===== src/rtl/uart_tx_sequencer.sv =====
// Transmit control FSM for the UART/IrDA datapath: baud timing plus the load,
// shift and clear strobes for the frame shift register and bit counter.
module uart_tx_sequencer #(
    parameter int unsigned CLKS_PER_BIT = 16
) (
    input  logic clock,
    input  logic reset,
    input  logic tx_start,
    input  logic bits_done,
    output logic load,
    output logic reset_bits,
    output logic shift,
    output logic busy,
    output logic tx_done,
    output logic overrun
);

    localparam int unsigned CNT_W = $clog2(CLKS_PER_BIT);
    localparam logic [CNT_W-1:0] BAUD_LAST = CNT_W'(CLKS_PER_BIT - 1);

    typedef enum logic [1:0] {
        IDLE,
        LOAD,
        BIT,
        DONE
    } state_t;

    state_t           state;
    state_t           state_next;
    logic [CNT_W-1:0] baud_cnt;
    logic [CNT_W-1:0] baud_next;
    logic             pending;
    logic             pending_next;
    logic             overrun_next;
    logic             start_q;
    logic             start_edge;
    logic             baud_tick;

    // While a frame runs, a request level that is still held from the one being
    // served is not a new request; only a fresh rising edge claims the slot.
    assign start_edge = tx_start & ~start_q;
    assign baud_tick  = (baud_cnt == BAUD_LAST);

    always_comb begin
        // NOTE: every signal written here gets a default first, so no path leaves one unassigned and infers a latch.
        state_next   = state;
        baud_next    = '0;
        pending_next = pending;
        overrun_next = 1'b0;
        load         = 1'b0;
        reset_bits   = 1'b0;
        shift        = 1'b0;
        busy         = 1'b0;
        tx_done      = 1'b0;

        case (state)
            IDLE: begin
                if (tx_start || pending) state_next = LOAD;
            end
            LOAD: begin
                load       = 1'b1;
                reset_bits = 1'b1;
                busy       = 1'b1;
                state_next = BIT;
            end
            BIT: begin
                busy      = 1'b1;
                baud_next = baud_tick ? '0 : baud_cnt + CNT_W'(1);
                if (bits_done) begin
                    state_next = DONE;
                end else begin
                    shift = baud_tick;
                end
            end
            DONE: begin
                tx_done    = 1'b1;
                state_next = (tx_start || pending) ? LOAD : IDLE;
            end
            default: state_next = IDLE;
        endcase

        if ((state == LOAD || state == BIT) && start_edge) begin
            if (pending) overrun_next = 1'b1;
            else         pending_next = 1'b1;
        end

        // LOAD is only ever entered from IDLE or DONE, which consume the slot.
        if (state_next == LOAD) pending_next = 1'b0;
    end

    always_ff @(posedge clock) begin
        // NOTE: state registers use non-blocking assignments so every flop samples the pre-edge values.
        if (reset) begin
            state    <= IDLE;
            baud_cnt <= '0;
            pending  <= 1'b0;
            start_q  <= 1'b0;
            overrun  <= 1'b0;
        end else begin
            state    <= state_next;
            baud_cnt <= baud_next;
            pending  <= pending_next;
            start_q  <= tx_start;
            overrun  <= overrun_next;
        end
    end

endmodule


===== config.mk =====
export PLATFORM = sky130hd
export DESIGN_NAME = uart_tx_sequencer
export DESIGN_NICKNAME = d
export VERILOG_FILES = /design/src/rtl/uart_tx_sequencer.sv
export SDC_FILE = /design/constraint.sdc
export NUM_CORES = 1
export LEC_CHECK = 0
export CAP_MARGIN = 20
export CORE_AREA = 2 2 39 41
export CTS_CLUSTER_DIAMETER = 30
export DETAILED_ROUTE_END_ITERATION = 7
export DIE_AREA = 0 0 41 43
export SLEW_MARGIN = 10
export SYNTH_ARGS = -nofsm -noshare
export SYNTH_HDL_FRONTEND = slang
export SYNTH_SLANG_ARGS = --single-unit

===== constraint.sdc =====
create_clock -name clock -period 1.7 [get_ports clock]
set_input_delay 0.255 -clock clock [delete_from_list [all_inputs] [get_ports clock]]
set_output_delay 0.255 -clock clock [all_outputs]
set_load 0.02 [all_outputs]

[Word-level counts from Yosys, hierarchy flattened]
Cells that the tools add are included.
Storage, ports and cells
  bits in registers: 9
  logic and storage cells: 33
Cells by class
  $add $sub $neg: 1
  bitwise logic cells: 4
  reduce and logical (&&, ||, !) cells: 8
  equality and inequality tests: 5
  multiplexer cells: 10
Operator list (count)
  2-bit case mux with 4 select lines: 1
  1-bit two-way mux: 7
  2-bit OR reduction: 3
  4-bit by 1-bit adder with 4-bit output, second input constant: 1
  2-bit by 1-bit equality test with 1-bit output, second input constant: 2
  2-bit equality test, second input constant: 2
  4-bit equality test, second input constant: 1
  2-bit two-way mux: 2
  1-bit inverter: 3
  3-bit OR reduction: 1
  2-bit logical NOT: 1
  1-bit logical OR: 2
  1-bit bitwise AND: 1
  1-bit logical AND: 1

[Depth between registers and ports, before layout]
  depth in word-level cells: 5
  mapped depth: 6

[Worst setup path before layout]
OpenSTA, ideal clock, no wires.
  path type: flip-flop to output port
  start point: reg baud_cnt[0]
  end point: out shift
  buffers on the path: 0
  stages on the path, launching flop included: 4
  data arrival time: 1.150 ns
  path slack: 0.295 ns
  path through: dfxtp_1 ha_1 nand3_1 nor3b_1
On the way
  word-level cells in the longest chain between the ends: 3
RTL lines
  start, declared: RTL line 30  | logic [CNT_W-1:0] baud_cnt;
  start signal, assigned: RTL line 101  | baud_cnt <= baud_next;
  4-bit equality test: RTL line 42  | assign baud_tick = (baud_cnt == BAUD_LAST);
  1-bit two-way mux: RTL line 69  | if (bits_done) begin
  1-bit two-way mux: RTL line 56  | case (state)
  end, declared: RTL line 12  | output logic shift,
No other way between the ends.

[Worst setup path after layout]
  start point: reg state[1]
  end point: out busy
On the way
  word-level cells in the longest chain between the ends: 3
RTL lines
  start, declared: RTL line 28  | state_t state;
  start signal, assigned: RTL line 100  | state <= state_next;
  2-bit by 1-bit equality test with 1-bit output / 2-bit equality test (equally long branches): RTL line 56
  2-bit OR reduction (no line) (*)
  1-bit two-way mux (*): RTL line 56
  end, declared: RTL line 13  | output logic busy,
Every way passes the cells marked *; elsewhere a longest branch is shown, timed or not.

==> results.json <==
{
  "area_growth_pct": 35.9,
  "rsz0062_at_grt": "no",
  "dieArea_um2": 1760,
  "mostFrequentLayoutCells": "9 x dfxtp_1, 7 x nor2_1, 5 x ha_1",
  "setup_violations": 0,
  "crit_slowest_cell": "dfxtp_1",
  "maxCapViolations": 0,
  "antenna_found_initial": 0,
  "ant_nets": 0,
  "peakVddDrop_mv": 0.395,
  "routedWlPerCell_um": 9.68,
  "dp_hpwl_um": 584,
  "start_util_pct": 30.2,
  "port-buffer-count": 9,
  "max_freq_mhz": 635,
  "pwr-share-seq_pct": 37.6,
  "power_switching_uw": 222,
  "vias": 343,
  "wl_um": 736,
  "post_dp_cell_area_um2": 551,
  "path_delay_family": "buffers and inverters",
  "viasPerCell": 4.51,
  "synth_top_area_share_pct": 43.1,
  "hold_violations": 0,
  "post-route-util_pct": 41.0,
  "cts_buffers": 3,
  "cts_tree": "yes",
  "synth-seq-area-share_pct": 43.1,
  "min_period_ns": 1.58,
  "status": "finished, final reports clean",
  "core_um2": 1380,
  "max-slew-margin-rel_pct": 78.1,
  "num_antenna_cells": 0,
  "cpPeakStageDelay_ns": 0.37,
  "gp_congestion": 0.650,
  "path_cells": "inv_1, ha_1, clkdlybuf4s15_1",
  "cp-start-kind": "flop",
  "grt_pass1_vias": 328,
  "grt_pass1_wl_um": 1250,
  "p_per_area_nw_per_um2": 1150,
  "cts_num_sinks": 9,
  "yosys_warnings": 0,
  "power_leakage_uw": 0.000257,
  "die_y_um": 43,
  "worstPathRequired_ns": 1.44,
  "crit_path_end_kind": "output pin",
  "clk_pin_slew_ns": 0.06,
  "grt_max_degree": 7,
  "drtIter0Drc": 2,
  "ys_ff_latch": 9,
  "min_period_over_period_pct": 92.7,
  "finalMaxSlewViolations": 0,
  "final_nets": 70,
  "root_buffer": "clkbuf_4",
  "combinationalPowerShare_pct": 38.0,
  "synth_area_leaders": "dfxtp_1 43%, ha_1 15%, nor2_1 6.3%",
  "h-tree-depth": 1,
  "path_buf_inv": 2,
  "post-cts-setup-buffers": 0,
  "hp-class": "flop to flop",
  "cts_buffer_depth": 2,
  "syn-cell-area_um2": 418,
  "cp_max_fo": 4,
  "arrival_ns": 1.32,
  "p_int_uw": 430,
  "rows": 14,
  "chipWidth_um": 41,
  "postSynthNetCount": 53,
  "grt.overflow.total": 0,
  "clk_latency_ns": 0.26,
  "final_common_cell": "dfxtp_1",
  "io_pins": 10,
  "clockPowerShare_pct": 24.4,
  "syn_area_per_cell_um2": 9.50,
  "firstDrtPassIters": 2,
  "synthDistinctLibCells": 18,
  "drive_above_1_share_pct": 16.7,
  "stdcell_area_um2": 568,
  "yosysTopAreaCell": "dfxtp_1",
  "netSwitchingFraction_pct": 34.0,
  "clock_skew_ns": 0.00575,
  "tightest_slew_ns": 0.325,
  "synth_cells": 44,
  "drc_errors": 0,
  "grt_use_total_pct": 11.2,
  "crit_type": "flop to output pin"
}
==> worst paths after layout <==
| check | from | endpoint | slack, ns | cells past startpoint |
|---|---|---|---|---|
| worst max register to register | state[0]$_SDFF_PP0_ | pending$_SDFFE_PP0P_ | 0.32 | 7 |
| worst min register to register | baud_cnt[3]$_SDFF_PP0_ | baud_cnt[3]$_SDFF_PP0_ | 0.52 | 2 |
| worst min-delay path | baud_cnt[3]$_SDFF_PP0_ | baud_cnt[3]$_SDFF_PP0_ | 0.52 | 2 |
| worst max-delay path | state[1]$_SDFF_PP0_ | busy | 0.12 | 3 |
==> cells in the mapped netlist, drive strengths merged <==
cell,instances
o21ai,1
dfxtp,9
xor2,1
nand3b,1
inv,4
nor2,7
xnor2,1
and2b,1
o22ai,2
nor2b,2
nor3b,2
nand3,2
buf,1
and3,1
a211oi,1
ha,5
nor3,1
a21oi,2
==> cell type report <==
class,count,area [um^2]
Timing Repair Buffer,13,111
Clock buffer,4,26.3
Sequential cell,9,180
Fill cell,146,816
Multi-Input combinational cell,30,215
Tap cell,16,20.0
Inverter,4,15.0
==> flip-flops by register name, indices dropped and copies added, names as in the netlist <==
signal    count
overrun       1
pending       1
baud_cnt      4
start_q       1
state         2
==> power groups by stage <==
stage | clock network, uW | registers (uW) | logic [uW]
after floorplan | 0 | 251 | 172
after global routing | 179 | 248 | 285
final | 159 | 245 | 248
after global placement | 0 | 249 | 265
after detailed placement | 0 | 250 | 267
after CTS | 171 | 245 | 247
==> worst reg2reg max path, cell delays in order (launching register included) <==
cell and delay, ns:
dfxtp_1 0.33, inv_1 0.06, ha_1 0.21, buf_4 0.14, nor2_1 0.12, nor2_1 0.06
o22ai_1 0.23, a211oi_2 0.10
==> stage by stage <==
stage	setup TNS, ns	instances	power, uW	setup slack [ns]	hold slack, ns
finish	0	76	652	0.124	0.519
global route	0	76	711	0.0176	0.546
CTS	0	76	663	0.00294	0.524
detailed placement	-0.111	72	517	-0.111	0.509
global placement	-0.121	72	515	-0.121	0.500
floorplan	0	44	423	0.295	0.320
==> cells by family (layout without fill, tap and decap cells) <==
group | Yosys count | after routing | share of synthesized area, %
AND/OR/NAND/NOR | 17 | 17 | 22.8
flip-flops | 9 | 9 | 43.1
XOR/XNOR | 2 | 2 | 4.19
buffers and inverters | 5 | 21 | 5.39
AO/OA/AOI/OAI | 6 | 6 | 9.58
adder cells (fa/ha/maj) | 5 | 5 | 15.0
==> timing repair <==
action	4_1_cts	5_1_grt
hold buffers	0	0
gates cloned	0	0
gates resized for setup	6	3
setup endpoints to repair	5	2
==> layer usage <==
layer | up-vias | track usage [%] | routed length, um
li1 | 178 | - | -
met1 | 151 | 11.8 | 318
met2 | 10 | 15.9 | 346
met3 | 4 | 3.14 | 50
met4 | 0 | 12.0 | 21
met5 | - | 0 | 0
Power figures use the tool's default switching activity.
